**src/rtl/icache_fetch_responder_pkg.sv**
```systemverilog
// Shared types for the LC-3b instruction-side cache: line/tag/index/word-select
// types for the default 8-set configuration, FSM state encoding and the word mux.
package icache_fetch_responder_pkg;

    localparam int LINE_BITS      = 128;
    localparam int WORD_BITS      = 16;
    localparam int WORDS_PER_LINE = LINE_BITS / WORD_BITS;

    typedef logic [127:0] lc3b_c_line;
    typedef logic [8:0]   lc3b_c_tag;
    typedef logic [2:0]   lc3b_c_index;
    typedef logic [2:0]   lc3b_c_wordsel;

    typedef enum logic [1:0] {
        S_IDLE  = 2'd0,
        S_CHECK = 2'd1,
        S_FILL  = 2'd2
    } icache_state_e;

    // Word i of a line sits at bits [16i+15:16i].
    function automatic logic [15:0] line_word(input lc3b_c_line line, input lc3b_c_wordsel sel);
        return line[{sel, 4'b0000} +: 16];
    endfunction

endpackage

```
**src/rtl/icache_fetch_responder_array.sv**
```systemverilog
// Per-set valid/tag/data storage: combinational read by index, synchronous
// write, and a global valid clear that takes priority over the write.
module icache_array
    import icache_fetch_responder_pkg::*;
#(
    parameter int NUM_SETS = 8,
    parameter int IDX_W    = $clog2(NUM_SETS),
    parameter int TAG_W    = 16 - 4 - IDX_W
) (
    input  logic             clk,
    input  logic             rst_n,
    input  logic             clear,
    input  logic [IDX_W-1:0] idx,
    input  logic             we,
    input  logic [TAG_W-1:0] wtag,
    input  lc3b_c_line       wdata,
    output logic             rd_valid,
    output logic [TAG_W-1:0] rd_tag,
    output lc3b_c_line       rd_data
);

    logic [NUM_SETS-1:0] valid;
    logic [TAG_W-1:0]    tags [NUM_SETS];
    lc3b_c_line          data [NUM_SETS];

    // A clear coinciding with a write leaves the freshly written line invalid.
    always_ff @(posedge clk or negedge rst_n) begin
        if (!rst_n) begin
            valid <= '0;
        end else if (clear) begin
            valid <= '0;
        end else if (we) begin
            valid[idx] <= 1'b1;
        end
    end

    always_ff @(posedge clk) begin
        if (we) begin
            tags[idx] <= wtag;
            data[idx] <= wdata;
        end
    end

    assign rd_valid = valid[idx];
    assign rd_tag   = tags[idx];
    assign rd_data  = data[idx];

endmodule

```
**src/rtl/icache_fetch_responder.sv**
```systemverilog
// Direct-mapped read-only instruction cache answering LC-3b fetches; misses are
// filled with a single 128-bit line read from physical memory.
module icache_fetch_responder
    import icache_fetch_responder_pkg::*;
#(
    parameter int NUM_SETS  = 8,
    parameter int LINE_BITS = 128
) (
    input  logic                 clk,
    input  logic                 rst_n,
    input  logic [15:0]          mem_address,
    input  logic                 mem_read,
    output logic [15:0]          mem_rdata,
    output logic                 mem_resp,
    input  logic                 inv_all,
    output logic [15:0]          pmem_address,
    output logic                 pmem_read,
    input  logic [LINE_BITS-1:0] pmem_rdata,
    input  logic                 pmem_resp
);

    localparam int IW = $clog2(NUM_SETS);
    localparam int TW = 16 - 4 - IW;

    icache_state_e state, state_next;
    logic [15:1]   req_addr;
    logic          addr_lsb_unused;

    logic [TW-1:0]  req_tag;
    logic [IW-1:0]  req_idx;
    lc3b_c_wordsel  req_sel;

    logic           rd_valid;
    logic [TW-1:0]  rd_tag;
    lc3b_c_line     rd_data;
    logic           hit;
    logic           fill_we;

    assign addr_lsb_unused = mem_address[0];

    assign req_tag = req_addr[15:4+IW];
    assign req_idx = req_addr[3+IW:4];
    assign req_sel = req_addr[3:1];

    // The address is captured once in IDLE; later bus changes are ignored.
    always_ff @(posedge clk or negedge rst_n) begin
        if (!rst_n) begin
            state    <= S_IDLE;
            req_addr <= '0;
        end else begin
            state <= state_next;
            if (state == S_IDLE && mem_read) begin
                req_addr <= mem_address[15:1];
            end
        end
    end

    assign hit     = rd_valid && (rd_tag == req_tag);
    assign fill_we = (state == S_FILL) && pmem_resp;

    always_comb begin
        state_next = state;
        mem_resp   = 1'b0;
        pmem_read  = 1'b0;
        unique case (state)
            S_IDLE: begin
                if (mem_read) begin
                    state_next = S_CHECK;
                end
            end
            S_CHECK: begin
                // An abandoned request (mem_read low) returns to IDLE without a fill.
                if (hit && mem_read) begin
                    mem_resp = 1'b1;
                end
                state_next = (!hit && mem_read) ? S_FILL : S_IDLE;
            end
            S_FILL: begin
                pmem_read = 1'b1;
                if (pmem_resp) begin
                    state_next = S_CHECK;
                end
            end
            default: begin
                state_next = S_IDLE;
            end
        endcase
    end

    assign mem_rdata    = mem_resp ? line_word(rd_data, req_sel) : 16'h0000;
    assign pmem_address = pmem_read ? {req_tag, req_idx, 4'b0000} : 16'h0000;

    icache_array #(
        .NUM_SETS (NUM_SETS),
        .IDX_W    (IW),
        .TAG_W    (TW)
    ) u_array (
        .clk      (clk),
        .rst_n    (rst_n),
        .clear    (inv_all),
        .idx      (req_idx),
        .we       (fill_we),
        .wtag     (req_tag),
        .wdata    (pmem_rdata),
        .rd_valid (rd_valid),
        .rd_tag   (rd_tag),
        .rd_data  (rd_data)
    );

endmodule

```
**config.mk**
```make
export PLATFORM = sky130hd
export DESIGN_NAME = icache_fetch_responder
export DESIGN_NICKNAME = d
export VERILOG_FILES = /design/src/rtl/icache_fetch_responder_pkg.sv /design/src/rtl/icache_fetch_responder_array.sv /design/src/rtl/icache_fetch_responder.sv
export SDC_FILE = /design/constraint.sdc
export NUM_CORES = 1
export LEC_CHECK = 0
export ABC_AREA = 0
export ABC_CLOCK_PERIOD_IN_PS = 24900
export BUFFER_PORTS_ARGS = -buffer_cell sky130_fd_sc_hd__buf_2
export CORE_MARGIN = 2
export CORE_UTILIZATION = 55
export CTS_BUF_LIST = sky130_fd_sc_hd__clkbuf_2 sky130_fd_sc_hd__clkbuf_4 sky130_fd_sc_hd__clkbuf_8
export CTS_CLUSTER_DIAMETER = 60
export DETAILED_ROUTE_END_ITERATION = 12
export PLACE_DENSITY = 0.78
export SYNTH_ARGS = -nofsm -noshare
export SYNTH_HDL_FRONTEND = slang
export SYNTH_SLANG_ARGS = --single-unit
```
**constraint.sdc**
```tcl
create_clock -name clk -period 24.9 [get_ports clk]
set_input_delay 1.245 -clock clk [delete_from_list [all_inputs] [get_ports clk]]
set_output_delay 1.245 -clock clk [all_outputs]
set_load 0.01 [all_outputs]
```
## Word level (Yosys, flattened, before mapping)

Memories as Yosys holds them, arrays and structs flattened.
Index checks and enable logic that the tools add are counted.

- Register bits after elaboration: 25
- Bits in writable memories: 1096
- Input port bits: 149
- Output and inout port bits: 34
- Logic and storage cells: 41
- Memories kept: 2

- Magnitude comparators: 2
- Equality and inequality tests: 5
- Shift-type cells: 1
- Muxes and demuxes: 17
- Bitwise logic cells: 1
- Reductions and logical operators: 10

Memory list:

| memory | words | width | read ports | clocked after Yosys merged registers in | wr ports | line | text |
|---|---|---|---|---|---|---|---|
| u_array.data | 8 | 128 | 1 | 0 | 1 | icache_fetch_responder_array.sv:24 | `lc3b_c_line data [NUM_SETS];` |
| u_array.tags | 8 | 9 | 1 | 0 | 1 | icache_fetch_responder_array.sv:23 | `logic [TAG_W-1:0] tags [NUM_SETS];` |

Operator list:

| kind | number |
|---|---|
| 128-bit by 8-bit variable part select with 16-bit output | 1 |
| 16-bit 2-to-1 mux | 2 |
| 8-bit 2-to-1 mux | 2 |
| 9-bit equality test | 1 |
| 8-bit bitwise OR | 1 |
| 1-bit 2-to-1 mux | 7 |
| 1-bit logical AND | 6 |
| 2-bit 2-to-1 mux | 3 |
| 2-bit one-hot mux with 3 select lines | 1 |
| 3-bit by 4-bit less-than comparator with 1-bit output (second input constant) | 1 |
| 2-bit != test (second input constant) | 2 |
| 1-bit binary-select mux with 3-bit select | 1 |
| 1-bit demux with 3-bit select | 1 |
| 3-bit by 1-bit greater-or-equal comparator with 1-bit output (second input constant) | 1 |
| 2-bit by 1-bit equality test with 1-bit output (second input constant) | 1 |
| 2-bit equality test (second input constant) | 1 |
| 2-bit logical NOT | 1 |
| 2-bit AND reduction | 1 |
| 2-bit nonzero test | 1 |
| 1-bit logical NOT | 1 |

## Longest topological paths before layout

Gate-level depths: netlist of the first run.

- Word-level depth: 7
- Gate-level depth with buffers: 13

## Hierarchy

A second synthesis of the first run with hierarchy kept.

- Cells, all modules: 2128
- Area, all modules: 43689.4 µm²

Modules (own cells, without submodules):

| module | instances | cells each | area each (µm²) |
|---|---|---|---|
| icache_array | 1 | 1979 | 41801.3 |
| icache_fetch_responder | 1 | 149 | 1888.1 |

## Worst setup path before layout of the first run

No wires, ideal clock.

- Path type: register to register
- From: reg req_addr[4] (netlist bit)
- To: mem u_array.data[0][0] (netlist bit), enable pin
- Setup time: 0.803 ns
- Arrival time: 10.985 ns
- Data required time: 24.097 ns
- Setup slack: 13.112 ns
- Cell stages (with the launch flop): 10
- Buffers on the path: 8
- Period minus slack after synthesis: 11.788 ns
- Path through: dfrtp_1 buf_6 buf_6 buf_6 buf_6 buf_4 buf_2 buf_4 buf_2 nor3_1

RTL lines:

| item | line | text |
|---|---|---|
| start, declared | icache_fetch_responder.sv:26 | `logic [15:1] req_addr;` |
| start signal, assigned | icache_fetch_responder.sv:53 | `req_addr <= mem_address[15:1];` |
| end, declared | icache_fetch_responder_array.sv:24 |  |

No word-level cell before the write port.

## Final worst setup path of the first run

- From: reg req_addr[5] (netlist bit)
- To: out mem_rdata[13]

- Longest elaborated chain between the ends: 7
- Elaborated cells between the ends (all ways): 11
- Classes of those cells: eq/ne: 1; shift: 1; mux: 5; reduce/logical: 2; memory: 2

RTL lines:

| item | line | text |
|---|---|---|
| parallel branches: the longest is 6 deep, another holds memory read 8 x 128 bit | -- |  |
| 16-bit 2-to-1 mux (*) | icache_fetch_responder.sv:90 | `assign mem_rdata = mem_resp ? line_word(rd_data, req_sel) : 16'h0000;` |
| end, declared | icache_fetch_responder.sv:13 | `output logic [15:0] mem_rdata,` |

Mark *: on every way between the ends. The select of a mux whose other input is x is not followed.

==> results of run 1 <==
-- power groups by stage --
stage | sequential, W | clock (W) | combinational, W
floorplan | 0.00225 | 0 | 0.00105
global placement | 0.00229 | 0 | 0.00145
detailed placement | 0.00230 | 0 | 0.00148
CTS | 0.00226 | 0.00146 | 0.00149
global route | 0.00227 | 0.00154 | 0.00159
finish | 0.00227 | 0.00145 | 0.00151
-- sequential cells by signal, summed over array words and instances (netlist names) --
name and flops:
req_addr 15, u_array.data 1024, u_array.valid 8, u_array.tags 72
state 2
-- final cells by class --
cell class	instances	share of cell area, %
well taps	1050	2.69
diodes	26	0.133
multi-input cells	1124	18.8
inverters	4	0.0308
clock buffers	234	5.85
clock inverters	67	0.857
repair buffers	237	2.79
flip-flops and latches	1121	68.8
-- through the flow --
step,setup slack [ns],total power [W]
finish,16.88,0.00523
global route,16.79,0.00540
CTS,16.92,0.00521
detailed placement,17.85,0.00378
global placement,17.82,0.00374
floorplan,13.11,0.00330
-- layer usage --
metal,vias up,routed length (um)
met3,302,12800
met2,1628,51800
met1,12600,40100
met5,-,192
met4,32,4530
li1,10400,-
-- cells in the final DEF (no fill, tap or decap), drive strengths merged, types with 4 or more instances in the layout --
cell type / count
edfxtp: 1096
buf: 237
clkbuf: 234
mux2: 192
o22ai: 173
o21ai: 110
nor2: 95
mux2i: 80
nand2: 64
mux4: 61
a21oi: 58
clkinv: 55
a211oi: 37
o221ai: 33
o22a: 29
diode: 26
dfrtp: 25
o211ai: 20
a2111oi: 18
nor3: 17
and2: 13
nand2b: 13
inv: 11
a221oi: 10
nand3: 10
nor2b: 9
o32ai: 9
xnor2: 8
o31ai: 7
a211o: 4
conb: 4
clkinvlp: 4
or2: 4
-- path summary, 6_finish.rpt --
| path | start | endpoint | slack [ns] | depth (start not counted) |
|---|---|---|---|---|
| worst max register to register | req_addr[5] | u_array.data[7][28] | 19.37 | 6 |
| worst min register to register | u_array.valid[3] | u_array.valid[3] | 0.50 | 2 |
| min in group clk | u_array.valid[3] | u_array.valid[3] | 0.50 | 2 |
| max in group asynchronous | rst_n | req_addr[4] | 24.08 | 1 |
| worst max-delay path | req_addr[5] | mem_rdata[13] | 16.88 | 9 |
| worst min-delay path | rst_n | req_addr[2] | 0.39 | 1 |
-- critical path: cells and delay by family (launching register included) --
family                 cells  cell delay [ns]
and+or+nand+nor            1             0.81
AOI/OAI and AO/OA          4             1.96
buffers and inverters      4             2.18
DFF                        1             0.89
-- cell families after synthesis --
| kind of cell | Yosys count |
|---|---|
| DFF | 1121 |
| buffers and inverters | 172 |
| other | 1 |
| muxes | 333 |
| AOI/OAI and AO/OA | 539 |
| xor gates and xnor gates | 8 |
| and+or+nand+nor | 240 |
==> impl_metrics.ini, run 1 <==
[status]
status = finished, final reports clean

[synthesis]
synth_top_family_by_area = multiplexers
syn_avg_cell_area_um2 = 18.0
ys_seq_elements = 1121
async_reset_ff_share_pct = 2.23
synth_xor_area_share_pct = 0.161
syn-instance-count = 2414
yosys.area_share.simple_pct = 2.50
netlist_top_cells_count = edfxtp_1 (1096), mux2_2 (179), o22ai_1 (173), o21ai_0 (98), nor2_1 (95)
synth_most_common_cell = edfxtp_1
yosysSeqAreaShare_pct = 77.1
synth_area_mm2 = 0.0435
synth_area_leaders = edfxtp_1 (76%), mux2_2 (4.6%), mux4_2 (3.2%), o22ai_1 (2.5%), mux2i_1 (1.8%)
yosys.area.top_type = edfxtp_1
synth-main-ff-cell = edfxtp_1
synth_compound_area_share_pct = 8.24
yosys_warnings = 0
synthAdderAreaFrac_pct = 0
synth.mux.area_fraction_pct = 9.97
synth_top_cell_area_share_pct = 75.6
synth_edf_count = 1096
synth_cell_types = 61

[setup_path]
cp.arrival_ns = 6.78
worst_path_max_delay_cell = a2111oi_1
path_class = flop to output port
cp_cell_sequence = buf_4 > buf_4 > nand2b_1 > buf_4 > o22ai_1 > a2111oi_0 > a31oi_1 > a2111oi_1 > buf_2
worstSetupStartpointType = flop
crit_fanout = 57
max_stage_delay_ns = 0.92
cp.required_ns = 23.65
crit_path_frequent_cell = buf_4
end_kind = output port

[die]
die_h_um = 285
design.portCount = 183
die_area_mm2 = 0.0814
initial_core_util_pct = 55.3
die_x_um = 285
coreArea_mm2 = 0.0786
rows = 103

[pwr]
p_comb_share_pct = 28.9
p_leak_nw = 15.7
ir_worst_vdd_mv = 0.0933
p_sw_share_pct = 33.6
p_per_area_mw_per_mm2 = 107
power.internal_w = 0.00347
clkPwrFrac_pct = 27.8
pwr-share-seq_pct = 43.3
power.switching_w = 0.00176

[timing]
setup_viol_count_final = 0
fin_crit_sh_pct = 32.2
relSlewSlack_pct = 14.9
rsz0062_at_grt = false
worst_pin_slew_ns = 1.28
fmax_ghz = 0.125
min_period_ns = 8.02
hold_slack_ns = 0.394
skew_ns = 0.0357
fin_tns_setup_ns = 0
hold_violations = 0
maxSlewViolCount = 0

[placement]
gp_congestion = 0.775
io_buffers = 177
hpwl_mm = 58.6
placed_cells = 3536
post_dp_cell_area_mm2 = 0.0454

[final_layout]
final_cells = 3863
regArea_mm2 = 0.0336
syn2layout_area_growth_pct = 12.1
final_nets = 2807
final_core_util_pct = 62.0
multi_input_area_mm2 = 0.00917
fillers = 5372
drive_gt1_share_pct = 27.7
fin_area_mm2 = 0.0487

[grt]
grt_busiest_layer = met2
met1_usage_pct = 34.4
grtUsageMet2_pct = 41.0
grt_pass1_wl_mm = 159
antenna_found_initial = 43
grt_util_met3_pct = 8.32
grt_start_max_net_pins = 132
grt_usage_pct = 26.6
grt_overflow = 0
grt_pass1_vias = 24900

[route]
num_vias = 24900
viasPerCell = 6.45
drcViolationCount = 0
drt_iter0_drc = 3319
wl_mm = 109
ant_nets = 0
drt_first_pass_iters = 5
routedWlPerCell_um = 28.3

[hold_path]
min_path_type = primary input to async pin

[clock_network]
post-cts-setup-buffers = 0
cts_hold_buf = 0
clockRootBuffer = clkbuf_8
cts.sinks = 1121
cts_buffers = 170
cts_buffer_depth = 3
ctsResizeCount = 0
cts_tree = yes
clk_latency_ns = 0.83
path_clk_slew_ns = 0.06
htreeDepth = 4

[job]
drv_cap = 0
(Power assumes the default switching activity.)
==> run 2: changes to the inputs <==
ABC_CLOCK_PERIOD_IN_PS = 8400   (was 24900)
clock period = 8.4 ns   (was 24.9 ns; I/O delays follow)
==> run 2 against run 1 <==
Via count is 2.6% higher. Utilization increased by 1.9 points. First-iteration DRC count is 3.3% higher. Critical path depth increased by 1. Clock skew increased by 0.020 ns. Clock power rose to 3.0 times the previous value. Worst hold slack worse by 0.29 ns. Critical endpoint is now mem_rdata[8]. Register-to-register slack worse by 16 ns. Non-clock buffer count rose by 149. Global-route usage increased by 0.24 points. Power increased to 3.0 times the previous value. Final cell count rose by 3.5%.
==> impl_metrics.ini, run 2 (synthesized netlist as in run 1, its figures left out) <==
[status]
status = finished, final reports clean

[route]
drt_iter0_drc = 3427
drcViolationCount = 0
num_vias = 25600
routedWlPerCell_um = 27.6
viasPerCell = 6.39
drt_first_pass_iters = 7
wl_mm = 110
ant_nets = 0

[job]
drv_cap = 0

[timing]
hold_violations = 0
rsz0062_at_grt = false
fin_tns_setup_ns = 0
setup_viol_count_final = 0
relSlewSlack_pct = 19.5
fmax_ghz = 0.161
maxSlewViolCount = 0
worst_slack_ns = 2.17
min_period_ns = 6.23
worst_pin_slew_ns = 1.20
skew_ns = 0.0557
hold_slack_ns = 0.105
fin_crit_sh_pct = 74.2

[pwr]
p_sw_share_pct = 33.6
power.switching_w = 0.00524
clkPwrFrac_pct = 27.5
p_leak_nw = 16.4
p_per_area_mw_per_mm2 = 310
p_comb_share_pct = 29.7
ir_worst_vdd_mv = 0.198
power.internal_w = 0.0103
pwr-share-seq_pct = 42.8

[die]
die_h_um = 285
initial_core_util_pct = 55.3
die_x_um = 285
die_area_mm2 = 0.0814
design.portCount = 183
rows = 103
coreArea_mm2 = 0.0786

[grt]
grt_pass1_vias = 25800
grt_pass1_wl_mm = 162
grt_usage_pct = 26.9
grt_start_max_net_pins = 94
antenna_found_initial = 17
grt_overflow = 0

[clock_network]
post-cts-setup-buffers = 0
clockRootBuffer = clkbuf_8
cts_buffers = 167
cts_tree = yes
clk_latency_ns = 0.84
htreeDepth = 4
cts.sinks = 1121
path_clk_slew_ns = 0.06
cts_buffer_depth = 3

[placement]
hpwl_mm = 59.2
gp_congestion = 0.790
dp_slack_ns = 3.18
placed_cells = 3538
io_buffers = 177

[final_layout]
drive_gt1_share_pct = 26.2
final_cells = 3999
largestRegisters = u_array.data x1024, u_array.tags x72, req_addr x15
final_cell_mix = edfxtp_1 (1096), mux2_2 (179), buf_2 (177)
syn2layout_area_growth_pct = 15.4
final_nets = 2953
largest_reg_flops = 1024
final_common_cell = edfxtp_1
fillers = 5243
regMostFlops = u_array.data

[setup_path]
end_kind = output port
crit_fanout = 33
path_class = flop to output port
cp.required_ns = 7.98
cp.arrival_ns = 5.81
worstSetupStartpointType = flop

[hold_path]
min_path_type = primary input to async pin
==> run 2: cell count changes in the layout (fill, tap and decap cells not counted), moves of 3 or more <==
| cell | change |
|---|---|
| clkinv_1 | +5 |
| buf_12 | +3 |
| clkbuf_8 | -7 |
| clkinv_2 | +4 |
| dlygate4sd3_1 | +147 |
| diode_2 | -15 |
==> run 2: worst paths after layout <==
path,end,startpoint,cells after the start,slack [ns]
worst max-delay path,mem_rdata[8],req_addr[6],10,2.17
worst min-delay path,u_array.valid[1],rst_n,2,0.11
worst max register to register,u_array.data[4][51],req_addr[6],6,3.75
worst min register to register,u_array.valid[5],u_array.valid[5],2,0.51
max in group asynchronous,req_addr[4],rst_n,2,7.85
min in group clk,req_addr[7],mem_address[7],3,0.35
==> run 2: timing repair <==
item	CTS	global route
hold buffers	147	0
setup endpoints to repair	0	0
endpoints found under the hold margin	1074	0
resized for setup	0	0
==> run 2: power by group through the flow <==
stage          Sequential, W  Combinational, W  Clock, W
3_5_place_dp         0.00678           0.00443         0
4_1_cts              0.00666           0.00452   0.00432
2_1_floorplan        0.00666           0.00312         0
5_1_grt              0.00669           0.00485   0.00456
6_report             0.00667           0.00462   0.00429
3_3_place_gp         0.00675           0.00432         0
==> run 2: cell type report <==
class / instances / area, um^2 / area share (%)
well taps: 1050 / 1310 / 2.62
inverters: 4 / 15.0 / 0.0299
multi-input cells: 1124 / 9170 / 18.3
diodes: 11 / 27.5 / 0.0548
clock buffers: 225 / 2740 / 5.46
clock inverters: 78 / 517 / 1.03
repair buffers: 386 / 2890 / 5.75
flip-flops and latches: 1121 / 33600 / 66.8
==> run 2: per-layer routing <==
metal	vias to the layer above	part of all wire (%)	global-route usage, %
met5	-	0.094	0
met4	18	3.9	11.3
met3	305	11	7.06
met2	1802	48	42.8
met1	12800	36	35.4
li1	10700	-	-
==> run 2: worst max-delay path: stages, from the launching register on <==
cell      delay (ns)
dfrtp_4         0.57
buf_4           0.45
nand2b_1        0.82
o22ai_1         0.23
or3_1           0.39
a211oi_1        0.26
nand4_1         0.14
or3_1           0.43
buf_4           0.30
nor4_1          1.05
buf_2           0.30
==> run 2: per-stage QoR <==
stage	total power, W	utilization (%)	area [um^2]
after global routing	0.0161	63.9	50200
after floorplan	0.00978	-	43500
after CTS	0.0155	63.8	50200
after detailed placement	0.0112	57.8	45500
after global placement	0.0111	57.8	45500
final	0.0156	63.9	50200
